===== config.mk =====
export PLATFORM = sky130hd
export DESIGN_NAME = logo_motion_ctrl
export DESIGN_NICKNAME = d
export VERILOG_FILES = /design/src/rtl/logo_motion_ctrl.sv
export SDC_FILE = /design/constraint.sdc
export NUM_CORES = 1
export LEC_CHECK = 0
export BUFFER_PORTS_ARGS = -buffer_cell sky130_fd_sc_hd__buf_2
export CAP_MARGIN = 30
export CORE_MARGIN = 2
export CORE_UTILIZATION = 60
export CTS_CLUSTER_DIAMETER = 60
export DETAILED_ROUTE_END_ITERATION = 10
export PLACE_DENSITY = 0.86
export SYNTH_ARGS = -nofsm -noshare
export SYNTH_HDL_FRONTEND = slang
export SYNTH_SLANG_ARGS = --single-unit

===== constraint.sdc =====
create_clock -name px_clk -period 4.95 [get_ports px_clk]
set_clock_uncertainty 0.05 [all_clocks]
set_input_delay 0 -clock px_clk [delete_from_list [all_inputs] [get_ports px_clk]]
set_output_delay 0 -clock px_clk [all_outputs]
set_load 0.01 [all_outputs]

===== src/rtl/logo_motion_ctrl.sv =====
// logo_motion_ctrl
//   Frame-rate motion controller for the bouncing overlay object. It detects the
//   end of the visible frame on the VGA stream. During blanking it then steps the
//   object's upper-left corner by `speed` pixels per axis. When the object reaches
//   a wall, its position is clamped and its direction on that axis reverses.
//   Speed requests are collected during the frame and applied when the new
//   position is committed.
//
// Ports
//   px_clk      pixel clock (rising edge)
//   reset_n     asynchronous active-low reset
//   RGBStr_i    VGA stream; XC = [22:13], YC = [12:3], other bits ignored
//   inc_vel     one-cycle request: speed + 1 at the next commit
//   dec_vel     one-cycle request: speed - 1 at the next commit
//   pause       level; while high, frame boundaries are ignored
//   x_obj       object left X coordinate
//   y_obj       object top Y coordinate
//   speed       current speed in pixels per frame
//   bounce_x    one-cycle strobe: a vertical wall was hit in this commit
//   bounce_y    one-cycle strobe: a horizontal wall was hit in this commit
//   frame_tick  one-cycle strobe: a new position was committed
//
// Configuration
//   LOGO_MOTION_AUTOSPEED_EN  when defined, every 4th commit that contains a
//                             bounce raises the speed by one (saturating).

module logo_motion_ctrl #(
    parameter int WIDTH_OBJ   = 80,
    parameter int HEIGHT_OBJ  = 96,
    parameter int VISIBLECOLS = 640,
    parameter int VISIBLEROWS = 480,
    parameter int BORDER      = 0,
    parameter int SPEED_INIT  = 1,
    parameter int SPEED_MAX   = 15
) (
    input  logic        px_clk,
    input  logic        reset_n,
    input  logic [25:0] RGBStr_i,
    input  logic        inc_vel,
    input  logic        dec_vel,
    input  logic        pause,
    output logic [9:0]  x_obj,
    output logic [9:0]  y_obj,
    output logic [4:0]  speed,
    output logic        bounce_x,
    output logic        bounce_y,
    output logic        frame_tick
);

    localparam logic [10:0] X_MIN    = 11'(BORDER);
    localparam logic [10:0] X_MAX    = 11'(VISIBLECOLS - WIDTH_OBJ - BORDER);
    localparam logic [10:0] Y_MIN    = 11'(BORDER);
    localparam logic [10:0] Y_MAX    = 11'(VISIBLEROWS - HEIGHT_OBJ - BORDER);
    localparam logic [9:0]  X_RST    = 10'((VISIBLECOLS - WIDTH_OBJ) / 2);
    localparam logic [9:0]  Y_RST    = 10'((VISIBLEROWS - HEIGHT_OBJ) / 2);
    localparam logic [9:0]  XC_END   = 10'(VISIBLECOLS - 1);
    localparam logic [9:0]  YC_END   = 10'(VISIBLEROWS - 1);
    localparam logic [4:0]  SPD_INIT = 5'(SPEED_INIT);
    localparam logic [4:0]  SPD_MAX  = 5'(SPEED_MAX);

    typedef enum logic [1:0] {
        IDLE   = 2'd0,
        CALC_X = 2'd1,
        CALC_Y = 2'd2,
        COMMIT = 2'd3
    } state_t;

    typedef struct packed {
        logic [9:0] pos;
        logic       dir;   // 0: towards max, 1: towards min
        logic       hit;
    } step_t;

    // One axis of motion in 11-bit unsigned arithmetic. Moving towards max, the
    // object clamps as soon as it touches the limit. Moving towards min, the
    // check is written as pos <= lo + spd so the subtraction never wraps.
    function automatic step_t axis_step(
        input logic [9:0]  pos,
        input logic        dir,
        input logic [4:0]  spd,
        input logic [10:0] lo,
        input logic [10:0] hi
    );
        logic [10:0] p11;
        logic [10:0] s11;
        logic [10:0] sum;
        step_t       r;
        p11   = {1'b0, pos};
        s11   = {6'd0, spd};
        sum   = p11 + s11;
        r.pos = pos;
        r.dir = dir;
        r.hit = 1'b0;
        if (!dir) begin
            if (sum >= hi) begin
                r.pos = hi[9:0];
                r.dir = 1'b1;
                r.hit = 1'b1;
            end else begin
                r.pos = sum[9:0];
            end
        end else begin
            if (p11 <= lo + s11) begin
                r.pos = lo[9:0];
                r.dir = 1'b0;
                r.hit = 1'b1;
            end else begin
                r.pos = pos - 10'(spd);
            end
        end
        return r;
    endfunction

    // Speed update: one step up or down (down floors at 0). An optional bump is
    // added on top, and the result is saturated at SPD_MAX.
    function automatic logic [4:0] sat_speed(
        input logic [4:0] spd,
        input logic       inc,
        input logic       dec,
        input logic       bump
    );
        logic [5:0] s;
        s = {1'b0, spd};
        if (inc && !dec) begin
            s = s + 6'd1;
        end else if (dec && !inc && (s != 6'd0)) begin
            s = s - 6'd1;
        end
        if (bump) begin
            s = s + 6'd1;
        end
        if (s > {1'b0, SPD_MAX}) begin
            s = {1'b0, SPD_MAX};
        end
        return s[4:0];
    endfunction

    state_t     state;
    state_t     state_nxt;
    logic [9:0] xc;
    logic [9:0] yc;
    logic       unused_stream;
    logic       endframe;
    logic       endframe_p0;
    logic       trig_p0;
    logic       dx;
    logic       dy;
    logic       bx;
    logic       by;
    logic       inc_p;
    logic       dec_p;
    logic [9:0] nx;
    logic [9:0] ny;
    logic       bump;
    step_t      step_res;

    assign xc            = RGBStr_i[22:13];
    assign yc            = RGBStr_i[12:3];
    assign unused_stream = ^{RGBStr_i[25:23], RGBStr_i[2:0]};
    assign endframe      = (xc == XC_END) && (yc == YC_END);

    // ---- stage p0: register endframe and its rising edge (one trigger per frame)
    always_ff @(posedge px_clk or negedge reset_n) begin
        if (!reset_n) begin
            endframe_p0 <= 1'b0;
            trig_p0     <= 1'b0;
        end else begin
            endframe_p0 <= endframe;
            trig_p0     <= endframe & ~endframe_p0;
        end
    end

    // ---- FSM
    always_ff @(posedge px_clk or negedge reset_n) begin
        if (!reset_n) begin
            state <= IDLE;
        end else begin
            state <= state_nxt;
        end
    end

    always_comb begin
        state_nxt = state;
        case (state)
            IDLE:    if (trig_p0 && !pause) state_nxt = CALC_X;
            CALC_X:  state_nxt = CALC_Y;
            CALC_Y:  state_nxt = COMMIT;
            COMMIT:  state_nxt = IDLE;
            default: state_nxt = IDLE;
        endcase
    end

    // A single step unit serves both axes; X and Y use it in separate cycles.
    always_comb begin
        if (state == CALC_Y) begin
            step_res = axis_step(y_obj, dy, speed, Y_MIN, Y_MAX);
        end else begin
            step_res = axis_step(x_obj, dx, speed, X_MIN, X_MAX);
        end
    end

`ifdef LOGO_MOTION_AUTOSPEED_EN
    logic [1:0] bnc_cnt;

    always_ff @(posedge px_clk or negedge reset_n) begin
        if (!reset_n) begin
            bnc_cnt <= 2'd0;
        end else if ((state == COMMIT) && (bx || by)) begin
            bnc_cnt <= bnc_cnt + 2'd1;
        end
    end

    // The counter wraps on this commit, so this is the 4th bouncing frame.
    assign bump = (bx || by) && (bnc_cnt == 2'd3);
`else
    assign bump = 1'b0;
`endif

    // ---- datapath: step results, commit, speed and strobes
    always_ff @(posedge px_clk or negedge reset_n) begin
        if (!reset_n) begin
            x_obj      <= X_RST;
            y_obj      <= Y_RST;
            nx         <= X_RST;
            ny         <= Y_RST;
            dx         <= 1'b0;
            dy         <= 1'b0;
            bx         <= 1'b0;
            by         <= 1'b0;
            inc_p      <= 1'b0;
            dec_p      <= 1'b0;
            speed      <= SPD_INIT;
            frame_tick <= 1'b0;
            bounce_x   <= 1'b0;
            bounce_y   <= 1'b0;
        end else begin
            inc_p      <= inc_p | inc_vel;
            dec_p      <= dec_p | dec_vel;
            frame_tick <= 1'b0;
            bounce_x   <= 1'b0;
            bounce_y   <= 1'b0;
            case (state)
                CALC_X: begin
                    nx <= step_res.pos;
                    dx <= step_res.dir;
                    bx <= step_res.hit;
                end
                CALC_Y: begin
                    ny <= step_res.pos;
                    dy <= step_res.dir;
                    by <= step_res.hit;
                end
                COMMIT: begin
                    x_obj      <= nx;
                    y_obj      <= ny;
                    frame_tick <= 1'b1;
                    bounce_x   <= bx;
                    bounce_y   <= by;
                    // A request arriving in this very cycle is honoured here.
                    speed      <= sat_speed(speed, inc_p | inc_vel, dec_p | dec_vel, bump);
                    inc_p      <= 1'b0;
                    dec_p      <= 1'b0;
                    bx         <= 1'b0;
                    by         <= 1'b0;
                end
                default: ;
            endcase
        end
    end

endmodule


==> run metrics <==
initial antenna violation count=0; Top FF cell, synth=dfrtp_1; Routed Antenna Nets=0; crit path launch=speed[1]; Post-synth EDFFs=0; Num CTS Buffers=9; # DRC=0; die span in x=88.5 um; Setup crit start kind=flop; Sw Share=0.474; Slew @ Worst Pin=0.716 ns; GPL Wtd Cong=0.923; Final Non-Filler Cells=631; diode count=0; Core ar.=6870 um2; Cell Area, Synth=4290 um2; Pleak=2.09 nW; Port Buffers=52; placed instance count=606; crit path time final=3.53 ns; outcome=finished clean; Hold Crit Class=input pin to flop; CTS Buffer Depth=2; async set-reset flop share out of synthesis=1.00; flop2flop setup slack=1.42 ns; total number of vias=3999; Power, Total=3.68 mW; post-synthesis average cell area=8.93 um2; # IOs=59; pin count of the biggest net entering global routing=59; via density per instance=6.34; Seq pwr share=0.271; critical path capture point type=flop; Cell variety after synth=74; Slew Limit Fails=0; flops & latches, synth=58; Rows=30; maximum net fanout on the critical path=12; first-pass GRT wire length=17900 um; RR Endpoint=nx[3]; initial core utilization=0.624; grt total ovfl=0; HP Start=pause; CTS tree=built; Synth warnings=0; vias in the first global route=3758; share of cells above drive strength 1=0.219; worst path required time=5.15 ns; clock network fraction of design power=0.152; H-tree levels=3; Worst-path clk slew=0.07 ns; combinational share of power=0.577; fmax=0.283 GHz; Seq/Total Area, Yosys=0.342; worst skew pair latency=0.35 ns; Psw=1.75 mW; clock root buffer=clkbuf_8; first drt pass iteration count=5; gr usage total=0.294; Setup CP Type=flop to flop; Final Hold Viols=0; Final period util=0.713; die area=7830 um2; Setup Viol. Count Final=0; MaxCap Viol Count=0; P&R area growth vs syn=14.3%; post-DP HPWL=7730 um; DR WL/cell=17.6 um; worst vdd ir=0.339 mV; Pint=1.93 mW; number of fillers in the final layout=532; postcts setup bufs=0; CP endpoint=nx[3]; FF-to-FF Start=speed[1]; unrepaired setup endpoints after global routing=no; Die Height=88.5 um; setup_tns=0 ns; Reg2Reg Depth=10; PwrDens=751 nW/um2; Resized Gates After CTS=0; clk sinks=58; fin nets=592; Post-Synthesis Cells=480; 1st-iter DRT viols=312; final wirelength=11100 um; Worst EP arrival=3.73 ns; syn nets=542; slew margin rel.=0.523
kinds of logic (layout without fill, tap and decap cells):
group / count (synthesis) / count (layout) / share of synthesized area
buffers and inverters: 55 / 110 / 0.0569
multiplexers: 19 / 19 / 0.0488
AND/OR/NAND/NOR: 171 / 171 / 0.206
AO/OA/AOI/OAI: 140 / 140 / 0.237
flip-flops: 58 / 58 / 0.342
XOR/XNOR: 6 / 6 / 0.0123
adder cells (fa/ha/maj): 31 / 31 / 0.0975
Yosys cell counts (7+ instances only):
cell / instances / area [um2]
a21oi_1: 30 / 150
a31oi_1: 8 / 50.1
clkbuf_1: 13 / 48.8
dfrtp_1: 47 / 1180
dfstp_2: 11 / 289
ha_1: 27 / 338
inv_1: 27 / 101
mux2_2: 15 / 169
nand2_1: 36 / 135
nand2b_1: 8 / 50.1
nand3_1: 14 / 70.1
nand4_1: 10 / 62.6
nor2_1: 50 / 188
nor2b_1: 7 / 43.8
nor3_1: 9 / 45.0
o21ai_0: 26 / 130
state kept, by name (all words and copies together) (netlist names):
signal / count
state: 2
frame_tick: 1
ny: 10
dec_p: 1
x_obj: 10
dy: 1
speed: 5
trig_p0: 1
bounce_x: 1
bx: 1
by: 1
inc_p: 1
dx: 1
endframe_p0: 1
nx: 10
bounce_y: 1
y_obj: 10
critical path, cell delays in order, from the launching register on:
cell	delay [ns]
dfrtp_1	0.61
inv_1	0.27
ha_1	0.38
nor2b_2	0.19
o311a_1	0.21
o2111ai_1	0.18
a221oi_4	0.35
o211ai_2	0.31
o32ai_1	0.35
o22ai_1	0.20
a311oi_1	0.33
how the worst min path moves through the flow:
stage / to / slack, ns / depth (start not counted)
after floorplan: bounce_x / -0.35 / 0
after global routing: state[1] / 0.05 / 3
after global placement: ny[4] / 0.13 / 2
after detailed placement: ny[4] / 0.14 / 2
final: state[1] / 0.01 / 3
after CTS: state[1] / 0.01 / 4
through the flow:
step                      area [um2]  utilization  setup WS, ns  hold WS, ns
final                           4900        0.713          1.42       0.0126
after global routing            4900        0.713          1.20       0.0504
after CTS                       4900        0.713          1.49       0.0101
after detailed placement        4560        0.663          1.57        0.143
after global placement          4560        0.663          1.64        0.131
after floorplan                 4290            -          2.01       -0.346
layout make-up:
class	count	area, um2	area share
inverters	30	113	0.0230
clock buffers	12	155	0.0317
flip-flops and latches	58	1470	0.299
repair buffers	64	373	0.0761
multi-input cells	367	2580	0.526
well taps	96	120	0.0245
clock inverters	4	97.6	0.0199
what timing repair did:
action | in CTS | in global routing
setup endpoints to repair | 0 | 0
hold endpoints to repair | 51 | 0
hold buffers | 9 | 0
cells in the final DEF, fill, tap and decap left out, types with 4 or more instances in the layout:
| cell | n |
|---|---|
| a21oi_1 | 30 |
| inv_1 | 27 |
| dlygate4sd3_1 | 9 |
| nand4b_1 | 5 |
| nand4_1 | 10 |
| a211oi_1 | 6 |
| nand2_1 | 36 |
| nor4_1 | 6 |
| o2111ai_1 | 5 |
| a311oi_1 | 4 |
| dfrtp_1 | 47 |
| a221oi_1 | 6 |
| xnor2_1 | 4 |
| or3_1 | 4 |
| dfstp_2 | 11 |
| a31oi_1 | 8 |
| clkbuf_8 | 11 |
| o211ai_1 | 6 |
| nor2b_1 | 7 |
| buf_2 | 52 |
| nor2_1 | 50 |
| and2_1 | 6 |
| o21ai_0 | 26 |
| ha_1 | 27 |
| a21o_1 | 6 |
| nand2b_1 | 8 |
| nand3_1 | 14 |
| fa_1 | 4 |
| mux2_2 | 15 |
| mux2i_1 | 4 |
| nor3_1 | 9 |
routing by layer:
| metal | track usage | wire length (um) | vias up |
|---|---|---|---|
| met1 | 0.399 | 4850 | 1912 |
| met2 | 0.482 | 5370 | 195 |
| li1 | - | - | 1863 |
| met5 | 0 | 0 | - |
| met3 | 0.0578 | 725 | 29 |
| met4 | 0.0826 | 179 | 0 |
power by group through the flow:
stage,Combinational [mW],Clock (mW),Sequential [mW]
2_1_floorplan,1.63,0,0.914
5_1_grt,2.33,0.585,1.03
4_1_cts,2.09,0.560,0.984
3_5_place_dp,2.05,0,0.989
3_3_place_gp,1.98,0,0.976
6_report,2.12,0.560,0.996
No activity file was read; power rests on OpenSTA's default activity.
